<file path="src/rtl/alu_codes_pkg.sv">
// ALU function codes shared by the picoMIPS ALU and its control unit.
package alu_codes_pkg;
    localparam logic [2:0] RA       = 3'd0;
    localparam logic [2:0] RB       = 3'd1;
    localparam logic [2:0] RADD     = 3'd2;
    localparam logic [2:0] RSUB     = 3'd3;
    localparam logic [2:0] MULL_INT = 3'd4;
    localparam logic [2:0] MULL_FLT = 3'd5;
endpackage

</file>
<file path="src/rtl/picomips_pkg.sv">
// Opcodes, FSM states, instruction field positions and the decoded control word
// for the picoMIPS control unit.
package picomips_pkg;
    typedef enum logic [3:0] {
        OP_NOP   = 4'h0,
        OP_ADD   = 4'h1,
        OP_SUB   = 4'h2,
        OP_ADDI  = 4'h3,
        OP_SUBI  = 4'h4,
        OP_MULF  = 4'h5,
        OP_MULI  = 4'h6,
        OP_MOVI  = 4'h7,
        OP_BEQ   = 4'h8,
        OP_BNE   = 4'h9,
        OP_JMP   = 4'ha,
        OP_IN    = 4'hb,
        OP_OUT   = 4'hc,
        OP_ILL_D = 4'hd,
        OP_ILL_E = 4'he,
        OP_HALT  = 4'hf
    } opcode_t;

    typedef enum logic [2:0] {
        FETCH,
        EXEC,
        WAIT_IN,
        WB,
        HALT
    } state_t;

    localparam int OP_HI  = 17;
    localparam int OP_LO  = 14;
    localparam int RD_HI  = 13;
    localparam int RD_LO  = 11;
    localparam int RS_HI  = 10;
    localparam int RS_LO  = 8;
    localparam int IMM_HI = 7;
    localparam int IMM_LO = 0;

    // bit position of Z inside {V,N,Z,C}
    localparam int FLAG_Z = 1;

    typedef struct packed {
        logic [2:0] func;
        logic       b_imm_sel;
        logic       writes_rf;
        logic       is_branch;
        logic       branch_on_z;
        logic       is_jmp;
        logic       is_in;
        logic       is_out;
        logic       is_halt;
        logic       illegal;
    } ctrl_t;
endpackage

</file>
<file path="src/rtl/picomips_decode.sv">
// Combinational opcode decoder: maps an opcode onto the control word.
module picomips_decode
    import picomips_pkg::*;
    import alu_codes_pkg::*;
(
    input  logic [3:0] opcode,
    output ctrl_t      cw
);
    always_comb begin
        cw      = '0;
        cw.func = RA;
        case (opcode_t'(opcode))
            OP_NOP:  ;
            OP_ADD:  begin cw.func = RADD;     cw.writes_rf = 1'b1; end
            OP_SUB:  begin cw.func = RSUB;     cw.writes_rf = 1'b1; end
            OP_ADDI: begin cw.func = RADD;     cw.b_imm_sel = 1'b1; cw.writes_rf = 1'b1; end
            OP_SUBI: begin cw.func = RSUB;     cw.b_imm_sel = 1'b1; cw.writes_rf = 1'b1; end
            OP_MULF: begin cw.func = MULL_FLT; cw.b_imm_sel = 1'b1; cw.writes_rf = 1'b1; end
            OP_MULI: begin cw.func = MULL_INT; cw.b_imm_sel = 1'b1; cw.writes_rf = 1'b1; end
            OP_MOVI: begin cw.func = RB;       cw.b_imm_sel = 1'b1; cw.writes_rf = 1'b1; end
            OP_BEQ:  begin cw.func = RSUB;     cw.is_branch = 1'b1; cw.branch_on_z = 1'b1; end
            OP_BNE:  begin cw.func = RSUB;     cw.is_branch = 1'b1; end
            OP_JMP:  cw.is_jmp  = 1'b1;
            OP_IN:   cw.is_in   = 1'b1;
            OP_OUT:  cw.is_out  = 1'b1;
            OP_HALT: cw.is_halt = 1'b1;
            default: cw.illegal = 1'b1;
        endcase
    end
endmodule

</file>
<file path="src/rtl/picomips_ctrl.sv">
// picoMIPS multi-cycle control unit: fetch/decode FSM, program counter and
// registered ALU flags for branch resolution.
//
// state   | meaning
// FETCH   | latch ROM word at pc into IR
// EXEC    | drive ALU controls, capture flags, OUT pulses out_we
// WAIT_IN | in_ready high until the switch value is strobed in
// WB      | register-file write, pc update
// HALT    | stopped, left only through reset
module picomips_ctrl
    import picomips_pkg::*;
    import alu_codes_pkg::*;
#(
    parameter int N   = 8,
    parameter int PCW = 6,
    parameter int IW  = 18
) (
    input  logic           clk,
    input  logic           reset_n,
    input  logic [IW-1:0]  instr,
    input  logic [3:0]     alu_flags,
    input  logic           in_valid,
    output logic [PCW-1:0] pc,
    output logic [2:0]     alu_func,
    output logic           b_imm_sel,
    output logic [N-1:0]   imm,
    output logic [2:0]     rd_addr,
    output logic [2:0]     rs_addr,
    output logic           rf_we,
    output logic           in_sel,
    output logic           in_ready,
    output logic           out_we,
    output logic           halted,
    output logic           illegal
);
    state_t         state, state_nxt;
    logic [IW-1:0]  ir;
    logic [3:0]     flags_q;
    logic [PCW-1:0] pc_nxt;
    logic           load_ir, load_flags, taken;
    logic           unused_flag_bits;
    ctrl_t          cw;

    picomips_decode u_decode (
        .opcode (ir[OP_HI:OP_LO]),
        .cw     (cw)
    );

    assign imm     = ir[IMM_HI:IMM_LO];
    assign rd_addr = ir[RD_HI:RD_LO];
    assign rs_addr = ir[RS_HI:RS_LO];

    // only Z steers branches; V, N and C are kept for completeness of the flag register
    assign unused_flag_bits = ^{flags_q[3:2], flags_q[0]};
    assign taken = cw.is_jmp | (cw.is_branch & (flags_q[FLAG_Z] == cw.branch_on_z));

    always_ff @(posedge clk or negedge reset_n) begin
        if (!reset_n) begin
            state   <= FETCH;
            pc      <= '0;
            ir      <= '0;
            flags_q <= '0;
        end else begin
            state <= state_nxt;
            pc    <= pc_nxt;
            if (load_ir)    ir      <= instr;
            if (load_flags) flags_q <= alu_flags;
        end
    end

    always_comb begin
        state_nxt  = state;
        pc_nxt     = pc;
        load_ir    = 1'b0;
        load_flags = 1'b0;
        alu_func   = RA;
        b_imm_sel  = 1'b0;
        rf_we      = 1'b0;
        in_sel     = 1'b0;
        in_ready   = 1'b0;
        out_we     = 1'b0;
        halted     = 1'b0;
        illegal    = 1'b0;
        case (state)
            FETCH: begin
                load_ir   = 1'b1;
                state_nxt = (instr[OP_HI:OP_LO] == OP_IN) ? WAIT_IN : EXEC;
            end
            EXEC: begin
                alu_func   = cw.func;
                b_imm_sel  = cw.b_imm_sel;
                out_we     = cw.is_out;
                illegal    = cw.illegal;
                load_flags = 1'b1;
                state_nxt  = WB;
            end
            WAIT_IN: begin
                in_ready = 1'b1;
                if (in_valid) state_nxt = WB;
            end
            WB: begin
                alu_func  = cw.func;
                b_imm_sel = cw.b_imm_sel;
                rf_we     = cw.writes_rf | cw.is_in;
                in_sel    = cw.is_in;
                if (cw.is_halt) begin
                    state_nxt = HALT;
                end else begin
                    state_nxt = FETCH;
                    pc_nxt    = taken ? ir[IMM_LO +: PCW] : pc + PCW'(1);
                end
            end
            HALT: halted = 1'b1;
            default: state_nxt = FETCH;
        endcase
    end
endmodule
</file>
<file path="config.mk">
export PLATFORM = sky130hd
export DESIGN_NAME = picomips_ctrl
export DESIGN_NICKNAME = d
export VERILOG_FILES = /design/src/rtl/alu_codes_pkg.sv /design/src/rtl/picomips_pkg.sv /design/src/rtl/picomips_decode.sv /design/src/rtl/picomips_ctrl.sv
export SDC_FILE = /design/constraint.sdc
export NUM_CORES = 1
export LEC_CHECK = 0
export CAP_MARGIN = 20
export CORE_ASPECT_RATIO = 1.25
export CORE_MARGIN = 2
export CORE_UTILIZATION = 44
export DETAILED_ROUTE_END_ITERATION = 10
export DONT_BUFFER_PORTS = 1
export HOLD_SLACK_MARGIN = 0.05
export PLACE_DENSITY = 0.63
export SLEW_MARGIN = 40
export SYNTH_ARGS = -nofsm -noshare
export SYNTH_HDL_FRONTEND = slang
export SYNTH_HIERARCHICAL = 1
export SYNTH_SLANG_ARGS = --single-unit
export TNS_END_PERCENT = 100
</file>
<file path="constraint.sdc">
create_clock -name clk -period 1.9 [get_ports clk]
set_clock_uncertainty 0.05 [all_clocks]
set_input_delay 0.38 -clock clk [delete_from_list [all_inputs] [get_ports clk]]
set_output_delay 0.38 -clock clk [all_outputs]
set_load 0.1 [all_outputs]
</file>
==> results of run 1 <==
==> registers in the layout, indices dropped and copies added (netlist names) <==
| register | cells |
|---|---|
| pc | 6 |
| ir | 18 |
| flags_q | 1 |
| state | 3 |
==> final timing paths <==
| check | endpoint | slack, ns | cells past startpoint |
|---|---|---|---|
| hold reg to reg | flags_q[1]$_DFFE_PN0N_ | 0.49 | 1 |
| hold / removal | ir[4]$_DFFE_PN0N_ | 0.20 | 1 |
| setup / recovery | alu_func[0] | -0.18 | 4 |
| max in group asynchronous | ir[17]$_DFFE_PN0N_ | 1.15 | 2 |
| setup reg to reg | pc[0]$_DFFE_PN0P_ | -0.05 | 8 |
| min in group asynchronous | ir[3]$_DFFE_PN0N_ | 0.47 | 2 |
==> cells by family after synthesis <==
logic type | count (synthesis) | share of synthesized area (%)
fa+ha+maj | 1 | 0.767
buf+inv | 23 | 11.1
mux | 24 | 16.2
simple gates | 51 | 19.2
flops | 28 | 43.0
xor+xnor | 3 | 1.61
compound gates | 19 | 8.14
==> timing repair <==
item,CTS,global route
hold buffers,2,0
pin swaps,1,4
hold endpoints to repair,28,0
cloned,0,1
resized for setup,19,15
endpoints found under the setup margin,7,14
buffers inserted,9,2
==> cell type report <==
type                            instances  area share, %
Multi-Input combinational cell         98           40.0
Sequential cell                        28           33.1
Timing Repair Buffer                   44           22.4
Tap cell                               39           2.25
Clock buffer                            4           2.08
Inverter                                1          0.173
==> layout by cell type (no fill, tap or decap), drive strengths merged, types with 2 or more instances in the layout <==
master and instances:
clkbuf 4, nor2 12, nor3 4, and3 2, mux2 19, nand3b 2, a2bb2oi 4, xnor2 3
and2 7, dfrtp 28, nor3b 5, mux2i 5, nand4 2, nand2 7, nand3 3, a21oi 8
buf 43
==> metrics by stage <==
step,instances,hold slack (ns),TNS [ns],instance area (µm²)
after floorplan,149,0.0344,0,1650
after global placement,199,0.0351,0,1900
after detailed placement,199,0.0351,0,1900
after CTS,212,0.196,-0.864,2090
after global routing,214,0.191,-1.53,2170
final,214,0.203,-0.722,2170
==> metal layers <==
metal	wire [µm]	GRT usage (%)
met1	1270	19.4
met2	1970	32.5
met3	221	3.57
met4	89	9.04
met5	0	0
==> worst max-delay path, stage by stage, from the launching register on <==
cell and delay, ns:
dfrtp_1 0.43, or4b_1 0.52, o221ai_1 0.08, and2_4 0.18, buf_12 0.16
==> flow_summary.ini, run 1 <==
[setup_path]
regToRegStartpoint = ir[16]$_DFFE_PN0N_
cp.arrival_ns = 1.65
crit_start = ir[14]$_DFFE_PN0N_
critical_path.max_fanout = 5
critPathKind = flop to primary output
worstSetupStartpointType = flop
end_kind = primary output
required_ns = 1.47

[sta]
drv_slew = 0
rsz0062_at_grt = true
hold_viol = 0
finalCriticalPeriod_ns = 2.08
finalWorstSetupSlack_ns = -0.175
fmax_mhz = 482
slew_headroom_pct = 40.7
setup_viol = 9
worst_slew_pin_slew_ns = 0.889
fin_crit_sh_pct = 109

[synthesis]
ys_seq_elements = 28
syn-num-nets = 175
yosysWarnings = 6
synth-edff-count = 0
syn_area_um2 = 1630
synth.distinct_cells = 38
yosysTopAreaCell = dfrtp_1
synth.most_common_cell = dfrtp_1
netlist_top_cells_area = dfrtp_1 (43%), mux2_2 (13%), buf_4 (7.8%)
avgSynthCellArea_um2 = 10.9
synth_flop_cell = dfrtp_1
synthCells = 149
yosysTopAreaCellShare_pct = 43.0
ys_top_cells_by_count = dfrtp_1 (28), mux2_2 (19), buf_4 (17), nor2_1 (12), a21oi_1 (8)
synthArstFlopShare_pct = 100
yosysSeqAreaShare_pct = 43.0

[clock_network]
root_buffer = clkbuf_8
cts_sinks = 28
cts.clk_slew.worst_paths_ns = 0.09
cts_max_path_buffers = 2
clock_latency_ns = 0.27
cts_tree = yes
htree_num_levels = 1
numCtsBuffers = 3

[drt]
drt_wl_total_mm = 3.55
drtIter0Drc = 33
first_pass_iters = 4
wl_per_cell_um = 16.6
via_per_inst = 5.64
vias = 1207
ant_nets = 0
drc_errors = 0

[finish]
fin_util_pct = 61.7
register_area_um2 = 717
fill_cells = 295
multi_input_area_um2 = 867
antenna_cells = 0
drive_gt1_share_pct = 60.6
synthToLayoutAreaGrowth_pct = 32.9
nNetsFinal = 202

[die]
core_area_um2 = 3510
start_util_pct = 46.4
rows = 24
ios = 55
die_h_um = 72.1
die_w_um = 58.4
dieArea_um2 = 4210

[global_routing]
grt_max_degree = 29
track_usage_pct = 17.9
grt_pass1_wl_mm = 5.87
antenna_found_initial = 0
grt_pass1_vias = 1299
overflow = 0

[job]
drv_cap = 0

[place]
gp_congestion = 0.764
port_buffers = 0
hpwl_mm = 2.48
pre_cts_ws_ns = 0.0252

[hold_path]
hold_path.class = input port to flop
hp-start = instr[4]

[run_status]
status = finished, violations left
violations = setup timing
Power of run 1 is left out: the tool's default activity adds up to more than one toggle a clock period on the data nets, which glitch-free logic cannot reach.
==> run 2, diff against run 1 <==
- PLACE_DENSITY: 0.63 -> not set
- PLACE_DENSITY_LB_ADDON: not set -> 0.3
==> run 2 against run 1 <==
The run still ends with setup timing left. Utilization rose by 0.50 points. Flip-flop and latch count did not move. Die area did not move. Global-route usage fell by 1.5 points.
==> flow_summary.ini, run 2 (synthesis results as in run 1) <==
[run_status]
status = finished, violations left
violations = setup timing

[clock_network]
cts.clk_slew.worst_paths_ns = 0.09
root_buffer = clkbuf_8
cts_sinks = 28
cts_tree = yes
cts_max_path_buffers = 2
clock_latency_ns = 0.27
htree_num_levels = 1
numCtsBuffers = 3

[sta]
rsz0062_at_grt = true
setup_viol = 5
finalWorstSetupSlack_ns = -0.180
fin_crit_sh_pct = 109
slew_headroom_pct = 40.4
finalCriticalPeriod_ns = 2.08
worst_slew_pin_slew_ns = 0.895
fmax_mhz = 481
hold_viol = 0
tns_ns = -0.445
hold_ws_ns = 0.198
drv_slew = 0

[finish]
final_common_cell = buf_4
register_area_um2 = 712
final_cell_mix = buf_4 (29), mux2_2 (19), dfrtp_1 (19)
antenna_cells = 0
top_register = ir
synthToLayoutAreaGrowth_pct = 34.0
fill_cells = 269
nNetsFinal = 203
final_cells = 215
largest_reg_flops = 18
drive_gt1_share_pct = 59.7
top_regs = ir: 18 flops, pc: 6 flops, state: 3 flops
fin_util_pct = 62.2
multi_input_area_um2 = 872

[drt]
drt_wl_total_mm = 3.31
drc_errors = 0
ant_nets = 0
first_pass_iters = 4
vias = 1200
wl_per_cell_um = 15.4
drtIter0Drc = 23
via_per_inst = 5.58

[global_routing]
grt_max_degree = 29
grt_pass1_wl_mm = 5.35
antenna_found_initial = 0
track_usage_pct = 16.4
overflow = 0
grt_pass1_vias = 1238

[place]
hpwl_mm = 2.31
dp.cells = 200
gp_congestion = 0.834
port_buffers = 0

[hold_path]
hp-start = instr[3]
hold_path.class = input port to flop

[setup_path]
end_kind = primary output
crit_start = ir[16]$_DFFE_PN0N_
regToRegStartpoint = ir[15]$_DFFE_PN0N_
r2r_slack_ns = 0.07
cp.arrival_ns = 1.65
critPathKind = flop to primary output
worstSetupStartpointType = flop
required_ns = 1.47
critical_path.max_fanout = 3

[die]
die_w_um = 58.4
start_util_pct = 46.4
dieArea_um2 = 4210
ios = 55
core_area_um2 = 3510
rows = 24
die_h_um = 72.1

[job]
drv_cap = 0
-- run 2: what timing repair did --
action                                 CTS  global route
setup buffers                            6             4
endpoints found under the hold margin   28             0
hold buffers                             2             0
resized for setup                       13            16
setup endpoints to repair                8            14
pin swaps                                4             5
-- run 2: cell type report --
type	instances	share of cell area, %
Tap cell	39	2.23
Timing Repair Buffer	45	22.6
Sequential cell	28	32.6
Clock buffer	4	2.52
Inverter	1	0.172
Multi-Input combinational cell	98	39.9
-- run 2: worst max-delay path, stage by stage (launching register included) --
cell,delay [ns]
dfrtp_1,0.41
or4b_1,0.54
o221ai_2,0.09
and2_4,0.18
buf_12,0.16
-- run 2: routing by layer --
layer  up-vias  wire length (µm)  track usage [%]
met2        48              1830             29.3
met5         -                 0                0
met1       584              1240             19.1
met4         0                57             6.72
met3         7               181             2.85
li1        561                 -                -
-- run 2: path summary, 6_finish.rpt --
path,endpoint,cells after the start
min reg2reg,ir[5]$_DFFE_PN0N_,1
max in group asynchronous,state[1]$_DFFE_PN0P_,2
max reg2reg,pc[0]$_DFFE_PN0P_,8
min,ir[3]$_DFFE_PN0N_,1
max,alu_func[0],4
min in group asynchronous,ir[5]$_DFFE_PN0N_,2
-- run 2: metrics by stage --
stage	setup WS (ns)	area, µm²
global placement	0.110	1900
CTS	-0.172	2080
finish	-0.180	2180
detailed placement	0.0362	1900
global route	-0.239	2180
floorplan	0.0333	1650
Power of run 2 is left out for the same reason.
